### src/rtl/axis_lfsr_checker_pkg.sv
// Shared definitions for the LFSR checker: register map, reset values, FSM states and
// the LFSR next-state function also used by the generator.
package axis_lfsr_checker_pkg;

    localparam logic [7:0] AddrCtrl      = 8'h00;
    localparam logic [7:0] AddrTaps      = 8'h04;
    localparam logic [7:0] AddrStatus    = 8'h08;
    localparam logic [7:0] AddrSampleCnt = 8'h0C;
    localparam logic [7:0] AddrErrCnt    = 8'h10;
    localparam logic [7:0] AddrPeriod    = 8'h14;
    localparam logic [7:0] AddrLastData  = 8'h18;

    localparam logic [7:0] TapsReset = 8'hB8;
    localparam logic [1:0] RespOkay  = 2'b00;

    typedef enum logic [1:0] {StIdle, StArm, StTrack} chk_state_e;

    // Shift left, feed back the parity of the tapped bits into bit 0.
    function automatic logic [7:0] lfsr_step(input logic [7:0] d, input logic [7:0] taps);
        return {d[6:0], ^(taps & d)};
    endfunction

endpackage

### src/rtl/axis_lfsr_checker_axil_reg_slave.sv
// AXI-Lite slave for the LFSR checker: single-outstanding write and read channels,
// control/taps registers and a read mux over the checker's status and counters.
module axil_reg_slave
    import axis_lfsr_checker_pkg::*;
#(
    parameter int unsigned C_AXIL_ADDR_WIDTH = 5,
    parameter int unsigned C_AXIL_DATA_WIDTH = 32
) (
    input  logic                         aclk,
    input  logic                         aresetn,
    input  logic [C_AXIL_ADDR_WIDTH-1:0] s_axi_awaddr,
    input  logic                         s_axi_awvalid,
    output logic                         s_axi_awready,
    input  logic [C_AXIL_DATA_WIDTH-1:0] s_axi_wdata,
    input  logic                         s_axi_wvalid,
    output logic                         s_axi_wready,
    output logic [1:0]                   s_axi_bresp,
    output logic                         s_axi_bvalid,
    input  logic                         s_axi_bready,
    input  logic [C_AXIL_ADDR_WIDTH-1:0] s_axi_araddr,
    input  logic                         s_axi_arvalid,
    output logic                         s_axi_arready,
    output logic [C_AXIL_DATA_WIDTH-1:0] s_axi_rdata,
    output logic [1:0]                   s_axi_rresp,
    output logic                         s_axi_rvalid,
    input  logic                         s_axi_rready,
    input  logic                         locked,
    input  logic                         first_seen,
    input  logic                         err_sticky,
    input  logic [31:0]                  sample_cnt,
    input  logic [31:0]                  err_cnt,
    input  logic [31:0]                  period,
    input  logic [7:0]                   last_data,
    output logic                         enable,
    output logic                         clear_pulse,
    output logic [7:0]                   taps
);

    logic                         awready_q, wready_q, bvalid_q, arready_q, rvalid_q;
    logic                         enable_q, clear_q;
    logic [7:0]                   taps_q;
    logic [C_AXIL_DATA_WIDTH-1:0] rdata_q, rdata_d;
    logic                         wr_accept, wr_fire, rd_accept, rd_fire;
    logic [7:0]                   wr_addr, rd_addr;
    logic                         unused_wdata;

    assign wr_addr   = 8'(s_axi_awaddr);
    assign rd_addr   = 8'(s_axi_araddr);
    assign wr_accept = s_axi_awvalid & s_axi_wvalid & ~awready_q & ~bvalid_q;
    assign wr_fire   = awready_q & s_axi_awvalid & s_axi_wvalid;
    assign rd_accept = s_axi_arvalid & ~arready_q & ~rvalid_q;
    assign rd_fire   = arready_q & s_axi_arvalid;

    assign unused_wdata = ^s_axi_wdata[C_AXIL_DATA_WIDTH-1:8];

    always_comb begin
        rdata_d = '0;
        case (rd_addr)
            AddrCtrl:      rdata_d[0]   = enable_q;
            AddrTaps:      rdata_d[7:0] = taps_q;
            AddrStatus:    rdata_d[2:0] = {err_sticky, first_seen, locked};
            AddrSampleCnt: rdata_d      = C_AXIL_DATA_WIDTH'(sample_cnt);
            AddrErrCnt:    rdata_d      = C_AXIL_DATA_WIDTH'(err_cnt);
            AddrPeriod:    rdata_d      = C_AXIL_DATA_WIDTH'(period);
            AddrLastData:  rdata_d[7:0] = last_data;
            default:       rdata_d      = '0;
        endcase
    end

    always_ff @(posedge aclk or negedge aresetn) begin
        if (!aresetn) begin
            awready_q <= 1'b0;
            wready_q  <= 1'b0;
            bvalid_q  <= 1'b0;
            arready_q <= 1'b0;
            rvalid_q  <= 1'b0;
            rdata_q   <= '0;
            enable_q  <= 1'b0;
            clear_q   <= 1'b0;
            taps_q    <= TapsReset;
        end else begin
            clear_q   <= 1'b0;
            // wr_accept requires awready low, so the ready pulse lasts one cycle.
            awready_q <= wr_accept;
            wready_q  <= wr_accept;
            if (wr_fire) begin
                bvalid_q <= 1'b1;
                case (wr_addr)
                    AddrCtrl: begin
                        enable_q <= s_axi_wdata[0];
                        clear_q  <= s_axi_wdata[1];
                    end
                    AddrTaps: taps_q <= s_axi_wdata[7:0];
                    default: ;
                endcase
            end else if (bvalid_q && s_axi_bready) begin
                bvalid_q <= 1'b0;
            end

            arready_q <= rd_accept;
            if (rd_fire) begin
                rvalid_q <= 1'b1;
                rdata_q  <= rdata_d;
            end else if (rvalid_q && s_axi_rready) begin
                rvalid_q <= 1'b0;
            end
        end
    end

    assign s_axi_awready = awready_q;
    assign s_axi_wready  = wready_q;
    assign s_axi_bvalid  = bvalid_q;
    assign s_axi_bresp   = RespOkay;
    assign s_axi_arready = arready_q;
    assign s_axi_rvalid  = rvalid_q;
    assign s_axi_rdata   = rdata_q;
    assign s_axi_rresp   = RespOkay;
    assign enable        = enable_q;
    assign clear_pulse   = clear_q;
    assign taps          = taps_q;

endmodule

### config.mk
export PLATFORM = sky130hd
export DESIGN_NAME = axil_reg_slave
export DESIGN_NICKNAME = d
export VERILOG_FILES = /design/src/rtl/axis_lfsr_checker_pkg.sv /design/src/rtl/axis_lfsr_checker_axil_reg_slave.sv
export SDC_FILE = /design/constraint.sdc
export NUM_CORES = 1
export LEC_CHECK = 0
export BUFFER_PORTS_ARGS = -buffer_cell sky130_fd_sc_hd__buf_4
export CELL_PAD_IN_SITES_DETAIL_PLACEMENT = 1
export CELL_PAD_IN_SITES_GLOBAL_PLACEMENT = 1
export CORE_ASPECT_RATIO = 1.1
export CORE_UTILIZATION = 28
export DETAILED_ROUTE_END_ITERATION = 6
export GPL_ROUTABILITY_DRIVEN = 0
export HOLD_SLACK_MARGIN = 0.1
export PLACE_DENSITY_LB_ADDON = 0.1
export SYNTH_ARGS = -nofsm -noshare
export SYNTH_HDL_FRONTEND = slang
export SYNTH_SLANG_ARGS = --single-unit
### constraint.sdc
create_clock -name aclk -period 3.3 [get_ports aclk]
set_input_delay 0.33 -clock aclk [delete_from_list [all_inputs] [get_ports aclk]]
set_output_delay 0.33 -clock aclk [all_outputs]
set_load 0.02 [all_outputs]
# ---- Word-level counts from Yosys, hierarchy flattened
# Index checks and enable logic that the tools add are counted.
dict set report classes {
  n_eq_ne 7
  muxes 10
  bitwise_logic 12
  n_reduce_logical 8
}
# op count
set ops {}
lappend ops {{$pmux W24 S3} 1}
lappend ops {{$pmux W5 S5} 1}
lappend ops {{$logic_not A8 Y1} 2}
lappend ops {{$eq A5 B5 Y1 const B} 3}
lappend ops {{$pmux W2 S6} 1}
lappend ops {{$eq A5 B3 Y1 const B} 2}
lappend ops {{$eq A5 B4 Y1 const B} 2}
lappend ops {{$and A1 B1 Y1} 8}
lappend ops {{$pmux W1 S7} 1}
lappend ops {{$mux W1} 6}
lappend ops {{$not A1 Y1} 4}
lappend ops {{$reduce_and A2 Y1} 2}
lappend ops {{$reduce_bool A2 Y1} 2}
lappend ops {{$logic_and A1 B1 Y1} 2}
dict set report word_totals {
  reg_bits 46
  inputBits 156
  out_inout_bits 51
  word_cells 45
}

# ---- Longest topological paths before layout
# Gate-level depths: netlist of run 1.
dict set report logic_depth {
  word_depth 3
  mapped_depth 6
  ltp_nobuf 4
}

# ---- Worst setup path before layout of run 1
# Ideal clock, no wire load.
dict set report synth_timing {
  kind {register -> register}
  startpoint {register arready_q (netlist: s_axi_arready)}
  endpoint {register rdata_q[25] (netlist: s_axi_rdata[25])}
  arrival_time_ps 1446
  setup_slack_ps 1772
  path_stages_with_launch 6
  n_path_buf 2
  synth_period_minus_slack_ps 1528
  cell_sequence {dfrtp_1 > nand2_2 > or3_1 > buf_2 > clkbuf_1 > o21ai_0}
}
dict set report synth_via {
  elab_chain_cells 1
}
# element line
set synth_rtl {}
lappend synth_rtl {{start, declared} axis_lfsr_checker_axil_reg_slave.sv:39} ;# logic awready_q, wready_q, bvalid_q, arready_q, rvalid_q;
lappend synth_rtl {{start signal, assigned} axis_lfsr_checker_axil_reg_slave.sv:100} ;# arready_q <= rd_accept;
lappend synth_rtl {{$and A1 B1 Y1} axis_lfsr_checker_axil_reg_slave.sv:52} ;# assign rd_fire = arready_q & s_axi_arvalid;
lappend synth_rtl {{end signal, assigned} axis_lfsr_checker_axil_reg_slave.sv:103} ;# rdata_q <= rdata_d;
lappend synth_rtl {{end, declared} axis_lfsr_checker_axil_reg_slave.sv:42} ;# logic [C_AXIL_DATA_WIDTH-1:0] rdata_q, rdata_d;
# No other way between the ends.
# A chain may end at the register's enable or synchronous reset.

# ---- Worst setup path in the final report of run 1
dict set report layout_timing {
  startpoint {register arready_q (netlist: s_axi_arready)}
  endpoint {register rdata_q[3] (netlist: s_axi_rdata[3])}
}
# Same word-level chain as after synthesis.

==> results.md, run 1 <==
* Outcome: completed
* ANT cells at 0
* IO Pins at 207
* CTS tree: yes
* RSZ-0062 raised after global routing: no
* Mapped Area at 2400 µm²
* FF-to-FF path depth at 4
* Register area share after synthesis at 48.1%
* Routed wire length at 8.38 mm
* P&R area growth vs syn at 63.2%
* Layout Nets at 548
* Fraction of registers with async set/reset at 100%
* Distinct cells, synth at 37
* Min-Delay Endpoint: s_axi_bvalid
* Max clock buf depth at 2
* Final hold violations at 0
* Worst hold slack at 0.219 ns
* Top Metal Used: met4
* Final WS setup at 1.18 ns
* Starting Density at 28.7%
* Crit path launch: s_axi_arready
* Root Driver: clkbuf_8
* Worst-skew pair later-pin latency at 0.30 ns
* CTS clk-pin slew, worst paths at 0.09 ns
* Critical Path Sink Type: register
* Wire length on met1 at 3.43 mm
* Critical Path AT at 2.31 ns
* Syn avg cell area at 10.9 µm²
* Worst min path class: primary input to register
* GRT overflow at 0
* Metal3 WL at 689 µm
* DP Wirelength at 6.27 mm
* Post-Syn Instances at 221
* Final setup TNS at 0 ns
* DR DRC count at 0
* Final min period at 2.12 ns
* Postcts setup bufs at 0
* Final ANT Viol Nets at 0
* Core area at 8360 µm²
* Post-synth top flop: dfrtp_1
* Crit-path max FO at 29
* Crit-path slowest cell: or3_1
* Vias in the first global route at 2574
* Cts repair resizes at 0
* Slew Viols, Final at 0
* I/O Buffers at 178
* Hold depth at 2
* WP data required at 3.49 ns
* FF-to-FF End: s_axi_rdata[3]
* Final number of setup-violating endpoints at 0
* Post-synth EDFFs at 0
* Largest net degree at the start of global routing at 47
* GRT Overall Usage at 18.7%
* Die Ht at 99.1 µm
* Crit Path Category: register to register
* Least-Margin Pin Slew at 1.00 ns
* WL met2 at 4.21 mm
* Hold path startpoint: s_axi_bready
* Crit Reg-Reg Startpoint: s_axi_arready
* H-tree depth at 2
* Critical-path cell list: nand2_2 > or3_1 > nor3_1 > a221o_1
* Vias after detailed routing at 2560
* First-pass GRT wire length at 13.2 mm
* Die Footprint at 8950 µm²
* Crit path largest cell delay at 0.83 ns
* Via-to-Cell Ratio at 5.08
* Routed length per placed instance at 16.6 µm
* CTS Buf Count at 5
* P_leak at 1.93 nW
* Sink Count at 46
* Register bit total from synthesis at 46
* Pre-CTS WS at 1.07 ns
* Worst VDD drop at 0.171 mV
* Synth warn at 0
* Final worst-path cycle share at 64.4%
* Initial drt markers at 67
* P per Cell Area at 363 nW/µm²
* First drt pass iteration count at 4
* Initial antenna violation count at 0
* Worst reg-to-reg setup slack at 1.18 ns
* Crit path launch type: register
* Hold_buf cts at 1
* Clock skew at 0.00465 ns
* Share of cells above drive strength 1 at 54.2%
* Fmax at 471 MHz
* Die Wd at 90.3 µm
* Relative slew margins at 33.1%
* Max Cap Viol at 0
* Core Rows at 35
-- synthesized netlist by cell type, types with 2 or more instances --
cell type / instances / area [µm²]
dfstp_2: 4 / 105
mux2_4: 8 / 120
mux2i_1: 5 / 50.1
nor3_1: 8 / 40.0
a21oi_1: 2 / 10.0
nand2_1: 4 / 15.0
a221o_1: 4 / 40.0
a22oi_1: 49 / 368
inv_1: 4 / 15.0
o21ai_0: 23 / 115
nand3_1: 3 / 15.0
buf_2: 8 / 40.0
mux2_2: 4 / 45.0
a221oi_1: 11 / 96.3
o21ai_1: 7 / 35.0
clkbuf_1: 7 / 26.3
nor2b_1: 2 / 12.5
dfrtp_1: 42 / 1050
buf_4: 8 / 60.1
-- cells by family (layout without fill, tap and decap cells) --
family	count (synthesis)	after routing	synth area share, %
buffers and inverters	27	196	5.89
flip-flops	46	46	48.1
AND/OR/NAND/NOR	28	28	7.19
AO/OA/AOI/OAI	102	102	29.7
multiplexers	17	17	8.96
other	1	4	0.156
-- final cells by class --
type,instances,area (µm²)
clock buffers,5,68.8
multi-input cells,151,1120
flip-flops and latches,46,1160
repair buffers,184,1380
inverters,4,15.0
clock inverters,3,40.0
fillers,989,4440
well taps,111,139
-- power by group --
| part | total [W] | leakage [nW] | switching, W | internal (W) |
|---|---|---|---|---|
| Combinational | 0.000375 | 1.25 | 0.000174 | 0.000201 |
| Sequential | 0.000628 | 0.617 | 0.0000242 | 0.000604 |
| Clock | 0.000419 | 0.0579 | 0.000196 | 0.000223 |
-- layout by cell type (no fill, tap or decap), types with 5 or more instances in the layout --
cell / n
buf_4: 183
o21ai_0: 23
clkbuf_8: 5
mux2_4: 8
dfrtp_1: 42
a221oi_1: 11
a22oi_1: 49
o21ai_1: 7
nor3_1: 8
mux2i_1: 5
-- metal layers --
metal,GRT usage [%],vias up
met1,22.7,1234
met5,0,-
met3,5.05,4
met4,4.09,0
li1,-,1198
met2,33.1,124
-- metrics by stage --
stage	power, W	area [µm²]	cells	util [%]
6_report	0.00142	3920	504	46.9
5_1_grt	0.00150	3920	504	46.9
4_1_cts	0.00145	3920	504	46.9
3_5_place_dp	0.00102	3800	495	45.5
3_3_place_gp	0.00101	3800	495	45.5
2_1_floorplan	0.000793	2410	224	-
-- critical path, delay by kind of cell (launching register included) --
kind | cells | cell delay (ns)
and+or+nand+nor | 3 | 1.29
DFF | 1 | 0.41
AOI/OAI and AO/OA | 1 | 0.30
-- registers in the layout, summed over array words and instances, names as in the netlist --
signal	cells
taps	8
s_axi_rdata	32
s_axi_bvalid	1
s_axi_rvalid	1
enable	1
clear_pulse	1
s_axi_wready	1
s_axi_arready	1
-- how the worst max path moves through the flow --
stage | slack [ns] | cells past startpoint | end
floorplan | 1.77 | 5 | s_axi_rdata[25]
global placement | 1.12 | 5 | s_axi_rdata[3]
detailed placement | 1.07 | 5 | s_axi_rdata[3]
CTS | 1.10 | 4 | s_axi_rdata[3]
global route | 0.94 | 4 | s_axi_rdata[3]
finish | 1.18 | 4 | s_axi_rdata[3]
Note: power is estimated with default switching activity, not from simulation.
==> run 2, diff against run 1 <==
--- a/config.mk
+++ b/config.mk
@@ -5,11 +5,12 @@
 export SDC_FILE = /design/constraint.sdc
 export NUM_CORES = 1
 export LEC_CHECK = 0
+export ABC_AREA = 1
 export BUFFER_PORTS_ARGS = -buffer_cell sky130_fd_sc_hd__buf_4
 export CELL_PAD_IN_SITES_DETAIL_PLACEMENT = 1
 export CELL_PAD_IN_SITES_GLOBAL_PLACEMENT = 1
 export CORE_ASPECT_RATIO = 1.1
-export CORE_UTILIZATION = 28
+export CORE_UTILIZATION = 26
 export DETAILED_ROUTE_END_ITERATION = 6
 export GPL_ROUTABILITY_DRIVEN = 0
 export HOLD_SLACK_MARGIN = 0.1
==> constraint.sdc (replaced) <==
create_clock -name aclk -period 2.1 [get_ports aclk]
set_input_delay 0.21 -clock aclk [delete_from_list [all_inputs] [get_ports aclk]]
set_output_delay 0.21 -clock aclk [all_outputs]
set_load 0.02 [all_outputs]
==> run 2 against run 1 <==
Power increased by 55%. Critical endpoint is now taps[0]. Cell area increased by 6.5%. Flip-flop and latch count unchanged. Worst hold slack got worse by 0.097 ns. Largest cell class unchanged. Largest power group unchanged. Register-to-register slack got worse by 0.62 ns. Final cell count increased by 38%. Sequential power increased by 62%.
==> results.md, run 2 <==
* Outcome: completed
* Relative slew margins at 55.5% (+22 points)
* Final min period at 1.55 ns (-0.578 ns)
* Most common cell after layout, fill and taps aside: nand2_1
* Clock skew at 0.00248 ns (-0.00217 ns)
* Placed inst area at 4090 µm² (+7.6%)
* Layout Nets at 732 (+34%)
* Clk pwr share at 23.3% (-6.2 points)
* Final ANT Viol Nets at 0 (unchanged)
* Area contributors post-synth: dfrtp_1 39%, nand2_1 31%, nand3_1 4.6%
* GRT Overall Usage at 18.0% (-0.65 points)
* Starting Density at 27.1% (-1.6 points)
* Footprint of the multi-input gates at 1330 µm² (+19%)
* Fraction of registers with async set/reset at 100% (unchanged)
* Largest net degree at the start of global routing at 47 (unchanged)
* Internal Dissipation at 0.00153 W (+48%)
* Sink Count at 46 (unchanged)
* Top post-synthesis cells by count: 223 x nand2_1, 42 x dfrtp_1, 28 x nor2_1, 25 x nand3_1, 22 x inv_1
* CTS tree: yes
* Part of the power in registers at 46.5% (+2.3 points)
* Cell area after layout at 4180 µm² (+6.5%)
* Crit Path Category: register to register
* Register area share after synthesis at 42.7% (-5.4 points)
* Routed wire length at 9.58 mm (+14%)
* Crit path launch type: register
* Synth warn at 0 (unchanged)
* Register bit total from synthesis at 46 (unchanged)
* Most frequent cells in the layout: 223 x nand2_1, 182 x buf_4, 42 x dfrtp_1
* Die Wd at 99.3 µm (+9.9%)
* Critical Path AT at 1.74 ns (-0.57 ns)
* P&R area growth vs syn at 54.3%
* Post-synth top flop: dfrtp_1
* Distinct cells, synth at 23 (-38%)
* Net Switching at 0.000672 W (+70%)
* Final number of setup-violating endpoints at 0 (unchanged)
* First drt pass iteration count at 4 (unchanged)
* I/O Buffers at 178 (unchanged)
* Slew Viols, Final at 0 (unchanged)
* Routed length per placed instance at 13.8 µm (-17%)
* Cts repair resizes at 0 (unchanged)
* Core Rows at 38 (+8.6%)
* GRT overflow at 0 (unchanged)
* Final worst-path cycle share at 73.6% (+9.2 points)
* P_leak at 2.38 nW (+23%)
* Yosys top cell area share at 38.8% (-4.9 points)
* First-pass GRT wire length at 15.4 mm (+17%)
* Comb power frac at 30.2% (+3.8 points)
* Syn avg cell area at 6.70 µm² (-38%)
* CTS Buf Count at 5 (unchanged)
* Sw Ratio at 30.5% (+2.8 points)
* RSZ-0062 raised after global routing: no
* Mapped Area at 2710 µm² (+13%)
* Worst-skew pair later-pin latency at 0.29 ns (about the same)
* Postcts setup bufs at 0 (unchanged)
* Max Cap Viol at 0 (unchanged)
* H-tree depth at 2 (unchanged)
* Reg area at 1160 µm² (unchanged)
* WP data required at 2.29 ns (-1.20 ns)
* Initial drt markers at 59 (-12%)
* Initial antenna violation count at 0 (unchanged)
* Root Driver: clkbuf_8
* Final setup TNS at 0 ns (unchanged)
* P per Cell Area at 526 nW/µm² (+45%)
* Crit-path max FO at 16 (-45%)
* Fmax at 647 MHz (+37%)
* Die Footprint at 10800 µm² (+21%)
* Vias after detailed routing at 3137 (+23%)
* ANT cells at 0 (unchanged)
* Final hold violations at 0 (unchanged)
* Post-synth EDFFs at 0 (unchanged)
* Vias in the first global route at 3269 (+27%)
* Max FFs per register at 32 (unchanged)
* Core area at 9980 µm² (+19%)
* Critical Path Sink Type: register
* Die Ht at 109 µm (+10%)
* IO Pins at 207 (unchanged)
* Via-to-Cell Ratio at 4.51 (-11%)
* Least-Margin Pin Slew at 0.666 ns (-0.338 ns)
* Count leader, synth: nand2_1
* Worst VDD drop at 0.246 mV (+44%)
* Post-Syn Instances at 404 (+83%)
* CTS clk-pin slew, worst paths at 0.08 ns (about the same)
* DP Wirelength at 7.18 mm (+14%)
* Fill cells at 1306 (+32%)
* DR DRC count at 0 (unchanged)
* Cell taking the most area after synthesis: dfrtp_1
* Max clock buf depth at 2 (unchanged)
* Share of cells above drive strength 1 at 34.7% (-19 points)
* Hold_buf cts at 1 (unchanged)
* Worst min path class: primary input to register
==> run 2: kinds of logic (layout without fill, tap and decap cells) <==
family,count (synthesis),count (layout),synth area share (%)
AND/OR/NAND/NOR,294,294,45.1
buffers and inverters,44,213,8.50
other,1,4,0.138
flip-flops,46,46,42.7
AO/OA/AOI/OAI,19,19,3.56
==> run 2: metal layers <==
| layer | up-vias | wire length [µm] | global-route usage (%) |
|---|---|---|---|
| li1 | 1572 | - | - |
| met1 | 1453 | 3990 | 21.1 |
| met2 | 108 | 4980 | 34.0 |
| met3 | 4 | 554 | 3.40 |
| met4 | 0 | 51 | 3.89 |
| met5 | - | 0 | 0 |
==> run 2: final timing paths <==
kind	to	slack, ns	startpoint	cells past startpoint
max	taps[0]	0.55	s_axi_wready	4
min	s_axi_bvalid	0.12	s_axi_bready	2
max reg2reg	taps[0]	0.55	s_axi_wready	4
min reg2reg	s_axi_arready	0.46	s_axi_arready	1
max in group asynchronous	s_axi_rvalid	1.20	aresetn	2
min in group asynchronous	s_axi_rdata[28]	0.46	aresetn	2
==> run 2: metrics by stage <==
step                      std cells  power [W]  util, %  hold WS [ns]  setup slack, ns
final                           696    0.00220     41.8         0.122            0.554
after global routing            696    0.00232     41.8         0.108            0.302
after CTS                       696    0.00225     41.8         0.111            0.509
after detailed placement        688    0.00172     41.0         0.276            0.436
after global placement          688    0.00170     41.0         0.266            0.501
after floorplan                 407    0.00131        -       -0.0856            0.758
==> run 2: area by class of cell <==
cell class              instances  share of cell area (%)
inverters                      23                    2.07
repair buffers                183                    32.9
multi-input cells             317                    31.9
clock buffers                   7                    1.83
well taps                     120                    3.59
flip-flops and latches         46                    27.7
==> run 2: worst max-delay path: stages, from the launching register on <==
cell     delay (ns)
dfrtp_1        0.41
inv_1          0.08
nor2_1         0.14
nand4_1        0.47
o21ai_0        0.35
==> run 2: power by group through the flow <==
| stage | clock (W) | combinational [W] | sequential (W) |
|---|---|---|---|
| 6_report | 0.000512 | 0.000663 | 0.00102 |
| 5_1_grt | 0.000568 | 0.000722 | 0.00103 |
| 4_1_cts | 0.000548 | 0.000677 | 0.00102 |
| 3_5_place_dp | 0 | 0.000674 | 0.00104 |
| 3_3_place_gp | 0 | 0.000665 | 0.00104 |
| 2_1_floorplan | 0 | 0.000170 | 0.00114 |
